## src/rtl/mem_arbiter.sv

```systemverilog
// Two-requester (CPU/host) arbiter for a single-port synchronous data memory.
// Optional `ARB_ROUND_ROBIN_EN: ties go to the requester not granted last; otherwise CPU wins.
module mem_arbiter (
  input  logic       clk,
  input  logic       reset,
  input  logic       cpu_req,
  input  logic       cpu_we,
  input  logic [7:0] cpu_addr,
  input  logic [7:0] cpu_wdata,
  output logic [7:0] cpu_rdata,
  output logic       cpu_ack,
  input  logic       host_req,
  input  logic       host_we,
  input  logic [7:0] host_addr,
  input  logic [7:0] host_wdata,
  output logic [7:0] host_rdata,
  output logic       host_ack,
  output logic [7:0] mem_addr,
  output logic [7:0] mem_wdata,
  output logic       mem_we,
  input  logic [7:0] mem_rdata,
  output logic       busy
);

  typedef enum logic [1:0] {StIdle, StGrant, StAck} state_e;

  localparam logic OwnerCpu  = 1'b0;
  localparam logic OwnerHost = 1'b1;

  state_e     state_q, state_d;
  logic       owner_q, owner_d;
  logic       we_q, we_d;
  logic [7:0] addr_q, addr_d;
  logic [7:0] wdata_q, wdata_d;
  logic [7:0] cpu_rdata_q, cpu_rdata_d;
  logic [7:0] host_rdata_q, host_rdata_d;
  logic       cpu_ack_q, cpu_ack_d;
  logic       host_ack_q, host_ack_d;
  logic       grant_host;

`ifdef ARB_ROUND_ROBIN_EN
  logic last_q, last_d;

  // Tie goes to whoever did not win the previous grant.
  assign grant_host = host_req & (~cpu_req | (last_q == OwnerCpu));

  always_comb begin
    last_d = last_q;
    if (state_q == StIdle && (cpu_req || host_req)) begin
      last_d = grant_host;
    end
  end

  always_ff @(posedge clk or negedge reset) begin
    if (!reset) begin
      last_q <= OwnerHost;
    end else begin
      last_q <= last_d;
    end
  end
`else
  assign grant_host = host_req & ~cpu_req;
`endif

  always_comb begin
    state_d      = state_q;
    owner_d      = owner_q;
    we_d         = we_q;
    addr_d       = addr_q;
    wdata_d      = wdata_q;
    cpu_rdata_d  = cpu_rdata_q;
    host_rdata_d = host_rdata_q;
    cpu_ack_d    = 1'b0;
    host_ack_d   = 1'b0;
    case (state_q)
      StIdle: begin
        if (cpu_req || host_req) begin
          owner_d = grant_host ? OwnerHost : OwnerCpu;
          we_d    = grant_host ? host_we : cpu_we;
          addr_d  = grant_host ? host_addr : cpu_addr;
          wdata_d = grant_host ? host_wdata : cpu_wdata;
          state_d = StGrant;
        end
      end
      StGrant: state_d = StAck;
      StAck: begin
        // Ack and read data are registered together so rdata is valid while ack is high.
        if (owner_q == OwnerHost) begin
          host_ack_d = 1'b1;
          if (!we_q) host_rdata_d = mem_rdata;
        end else begin
          cpu_ack_d = 1'b1;
          if (!we_q) cpu_rdata_d = mem_rdata;
        end
        state_d = StIdle;
      end
      default: state_d = StIdle;
    endcase
  end

  always_ff @(posedge clk or negedge reset) begin
    if (!reset) begin
      state_q      <= StIdle;
      owner_q      <= OwnerCpu;
      we_q         <= 1'b0;
      addr_q       <= 8'h00;
      wdata_q      <= 8'h00;
      cpu_rdata_q  <= 8'h00;
      host_rdata_q <= 8'h00;
      cpu_ack_q    <= 1'b0;
      host_ack_q   <= 1'b0;
    end else begin
      state_q      <= state_d;
      owner_q      <= owner_d;
      we_q         <= we_d;
      addr_q       <= addr_d;
      wdata_q      <= wdata_d;
      cpu_rdata_q  <= cpu_rdata_d;
      host_rdata_q <= host_rdata_d;
      cpu_ack_q    <= cpu_ack_d;
      host_ack_q   <= host_ack_d;
    end
  end

  // Latched address/data drive the memory directly and hold between accesses.
  assign mem_addr   = addr_q;
  assign mem_wdata  = wdata_q;
  assign mem_we     = (state_q == StGrant) & we_q;
  assign busy       = (state_q != StIdle);
  assign cpu_rdata  = cpu_rdata_q;
  assign host_rdata = host_rdata_q;
  assign cpu_ack    = cpu_ack_q;
  assign host_ack   = host_ack_q;

endmodule

```

## config.mk

```make
export PLATFORM = sky130hd
export DESIGN_NAME = mem_arbiter
export DESIGN_NICKNAME = d
export VERILOG_FILES = /design/src/rtl/mem_arbiter.sv
export SDC_FILE = /design/constraint.sdc
export NUM_CORES = 1
export LEC_CHECK = 0
export ABC_AREA = 1
export CORE_MARGIN = 2
export CORE_UTILIZATION = 41
export DETAILED_ROUTE_END_ITERATION = 10
export PLACE_DENSITY = 0.8
export REMOVE_ABC_BUFFERS = 1
export SLEW_MARGIN = 5
export SYNTH_ARGS = -nofsm -noshare
export SYNTH_HDL_FRONTEND = slang
export SYNTH_SLANG_ARGS = --single-unit
export TNS_END_PERCENT = 100
```

## constraint.sdc

```tcl
create_clock -name clk -period 1.7 [get_ports clk]
set_clock_uncertainty 0.1 [all_clocks]
set_input_delay 0.255 -clock clk [delete_from_list [all_inputs] [get_ports clk]]
set_output_delay 0.255 -clock clk [all_outputs]
set_load 0.01 [all_outputs]
```

# [Yosys cells after proc, flatten, opt, wreduce, memory -nomap -nowiden]
# Index checks and enable logic that the tools add are counted.
[word_totals] ff_bits=38 latchBits=0 ramBits=0 rom_bits=0 output_inout_bits=36 word_cells=33 memories=0
[op_classes] add_sub_neg=0 mul=0 div_mod_pow=0 order_cmp=0 n_eq_ne=3 n_shift=0 n_mux=10 bitwise_logic=5 n_reduce_logical=6
[ops] operator="two-way mux 8 bit" n=2
[ops] operator="two-way mux 1 bit" n=6
[ops] operator="AND reduction 3 bit" n=2
[ops] operator="one-hot mux 2 bit (2 select lines)" n=1
[ops] operator="NOT 1 bit" n=3
[ops] operator="AND 1 bit" n=2
[ops] operator="equality test 2 x 1 -> 1 bit, second input constant" n=1
[ops] operator="equality test 2 bit, second input constant" n=1
[ops] operator="logical NOT 2 bit" n=1
[ops] operator="two-way mux 2 bit" n=1
[ops] operator="!= test 2 bit, second input constant" n=1
[ops] operator="AND reduction 2 bit" n=1
[ops] operator="nonzero test 2 bit" n=1
[ops] operator="logical OR 1 bit" n=1

# [Depth between registers and ports, before layout]
[depth] depth_word=3 mapped_depth=7 mapped_depth_nobuf=6

# [Worst setup path after synthesis]
# OpenSTA, ideal clock, no wires.
[synth_timing] kind="flip-flop to flip-flop" from="register state_q[0]" to="register we_q" arrival_ns=1.042 required_time_ns=1.535 slack_ns=0.493 path_stages_with_launch=7 path_cell_list="dfrtp_1 > inv_1 > nand2_1 > nor2_4 > buf_6 > nand2_1 > nand2_1"
[synth_between] elab_chain_len=2
[synth_rtl] element="from (decl)" line_no="30" rtl="state_e state_q, state_d;"
[synth_rtl] element="from (signal assigned)" line_no="103" rtl="state_q <= StIdle;"
[synth_rtl] element="from (signal assigned)" line_no="113" rtl="state_q <= state_d;"
[synth_rtl] element="logical NOT 2 bit" line_no="75" rtl="case (state_q)"
[synth_rtl] element="AND reduction 2 bit (no source line)"
[synth_rtl] element="to (signal assigned)" line_no="115" rtl="we_q <= we_d;"
[synth_rtl] element="to (decl)" line_no="32" rtl="logic we_q, we_d;"
# Every way passes these cells.
# A chain may end at the register's enable or synchronous reset.

# [Final worst setup path]
[layout_timing] from="register state_q[0]" to="output mem_we"
[layout_between] elab_chain_len=2
[layout_rtl] element="equality test 2 x 1 -> 1 bit" line_no="128" rtl="assign mem_we = (state_q == StGrant) & we_q;"
[layout_rtl] element="AND 1 bit" line_no="128"
[layout_rtl] element="to (decl)" line_no="20" rtl="output logic mem_we,"
# Every way passes these cells.

==> results.md <==
- CTS H-tree depth: 2
- Gr usage total: 0.190
- Worst Path Required: 1340 ps
- Chip Height: 69.4 um
- Combinational fraction of design power: 0.499
- Min Tclk post-route: 1630 ps
- Largest area contributor in the netlist: dfrtp_1
- Clk buf depth: 2
- Clock sinks: 38
- Routed Antenna Nets: 0
- Kind of end point of the critical path: output port
- GP Congestion: 0.798
- Pin count of the biggest net entering global routing: 22
- 1st-iter DRT viols: 104
- Cell area after synthesis: 1750 sq um
- Worst Tran Pin Value: 338 ps
- CTS Buf Count: 5
- Die width: 69.4 um
- Die ar.: 4810 sq um
- Avg Inst Size Synth: 8.07 sq um
- Clock share of power: 0.132
- Core area: 4060 sq um
- NetSw: 1.54 mW
- Most Crowded Layer GR: met2
- # setup viols final: 0
- Clk Latency, worst-skew pair: 280 ps
- Initial antenna violation count: 0
- PortBufs: 81
- Worst min-delay path class: primary input to async pin
- Lkg Pwr: 1.38 nW
- Slew HR: 0.775
- Worst vdd ir: 0.000572 V
- Vias in the first global route: 1612
- Max cap viols: 0
- Sequential area share after synthesis: 0.543
- #FFs+latches synth: 38
- GR Util met1: 0.249
- Sw frac: 0.360
- Internal: 2.75 mW
- RSZ-0062 raised after global routing: false
- Power per cell area: 1570 nW/um^2
- I/O pins: 82
- Setup CP Type: register to output port
- Fillers: 341
- Fmax: 615 MHz
- Synth Instances: 217
- Share of cells above drive strength 1: 0.0868
- Synth top area cells: dfrtp_1, nand2_1, nand3_1
- Yosys top cell area share: 0.543
- Part of the power in registers: 0.369
- Crit path max fanout: 3
- Wire per inst: 11.9 um
- Starting Density: 0.432
- Clock transition at the registers of the reported paths: 70 ps
- Final worst path period share: 0.956
- Unique masters post-synth: 15
- Routed wire length: 4.28 mm
- Area Overhead vs Synth: 56.6%
- Vias/cell: 4.77
- Final setup TNS: 0 ps
- Root buf cell: clkbuf_8
- First-pass GRT wire length: 7.26 mm
- Number of cell rows: 23
- Status: complete, no violations
- Ys Warns: 0
- Pre-Repair DR Iteration Count: 4
- Global-route track usage on met2: 0.281
- Hold Fails Final Rpt: 0
- CP arrival: 1270 ps
- Final slew viol count: 0
- CTS tree: built
- Startpoint Class: register
- Layout net count: 357
- Grt ovf: 0
- Met3 GRT Util: 0.0596
- WHS: 304 ps
- Ant. Diodes: 0
- Residual DRC: 0
- DP Wirelength: 3.32 mm
- Via count: 1723
-- repair_timing --
action	in CTS	in global routing
buffers inserted	2	0
hold buffers	1	0
hold endpoints to repair	14	0
resized for setup	2	0
endpoints found under the setup margin	2	0
-- through the flow --
stage / worst slack [ps] / utilization / cells / area, sq um / total power, mW
detailed placement: 25.1 / 0.652 / 351 / 2650 / 3.74
global placement: 72.0 / 0.652 / 351 / 2650 / 3.69
global route: 38.2 / 0.676 / 361 / 2740 / 4.61
CTS: 64.2 / 0.676 / 361 / 2740 / 4.35
floorplan: 470 / - / 210 / 1690 / 2.48
finish: 74.5 / 0.676 / 361 / 2740 / 4.29
-- registers in the layout, summed over array words and instances (netlist names) --
register    count
state_q         2
owner_q         1
cpu_ack         1
host_ack        1
mem_addr        8
mem_wdata       8
we_q            1
host_rdata      8
cpu_rdata       8
-- worst max-delay path: stages, from the launching register on --
cell           delay (ps)
dfrtp_1               380
buf_4                 150
and3_2                180
dlygate4sd2_1         270
-- final cells by class --
class / instances / area (sq um) / area share
clock buffers: 7 / 76.3 / 0.0278
inverters: 5 / 18.8 / 0.00684
multi-input cells: 167 / 719 / 0.262
flip-flops and latches: 38 / 951 / 0.347
well taps: 50 / 62.6 / 0.0228
repair buffers: 94 / 916 / 0.334
-- cell usage in the layout (no fill, tap or decap) --
cell / instances
and3_2: 1
buf_2: 1
nand2_4: 1
inv_2: 2
dfrtp_1: 38
buf_4: 11
nand3_1: 34
nor2_4: 3
clkbuf_1: 2
dlygate4sd3_1: 1
clkdlybuf4s50_1: 78
nand2_1: 120
o21ai_4: 1
o21ai_0: 1
clkbuf_8: 5
buf_12: 1
nor2_2: 1
nor2_1: 5
dlygate4sd2_1: 2
inv_1: 3
-- synth_stat cells --
library cell / instances
o21ai_0: 1
nor2_1: 5
nand3_1: 34
buf_4: 1
nor2_4: 3
and3_2: 1
inv_2: 2
nand2_4: 1
nor2_2: 1
inv_1: 3
buf_6: 4
dfrtp_1: 38
nand2_1: 120
buf_2: 2
o21ai_4: 1
-- power groups by stage --
stage          sequential [mW]  clock, mW  combinational [mW]
3_3_place_gp              1.60          0                2.09
4_1_cts                   1.59      0.591                2.17
2_1_floorplan             1.76          0               0.713
3_5_place_dp              1.61          0                2.14
5_1_grt                   1.64      0.619                2.34
6_report                  1.59      0.565                2.14
-- metal layers --
| metal | vias to the layer above | share of wire | routed length (um) |
|---|---|---|---|
| li1 | 868 | - | - |
| met5 | - | 0 | 0 |
| met1 | 764 | 0.43 | 1850 |
| met2 | 80 | 0.44 | 1890 |
| met4 | 0 | 0.026 | 111 |
| met3 | 11 | 0.10 | 429 |
-- worst paths after layout --
path                            endpoint  slack (ps)          from  cells after the start
max in group asynchronous   mem_wdata[4]         700         reset                      3
min                        host_rdata[2]         300         reset                      2
max                               mem_we          70    state_q[0]                      3
min reg2reg                 cpu_rdata[0]         370  cpu_rdata[0]                      2
min in group clk            cpu_rdata[0]         370  cpu_rdata[0]                      2
max reg2reg                         we_q         350    state_q[1]                      6
-- logic make-up (layout without fill, tap and decap cells) --
family | Yosys count | after routing | synth area share
compound gates | 2 | 2 | 0.0121
flops | 38 | 38 | 0.543
simple gates | 165 | 165 | 0.399
buf+inv | 12 | 106 | 0.0464
Note: power is estimated with default switching activity, not from simulation.
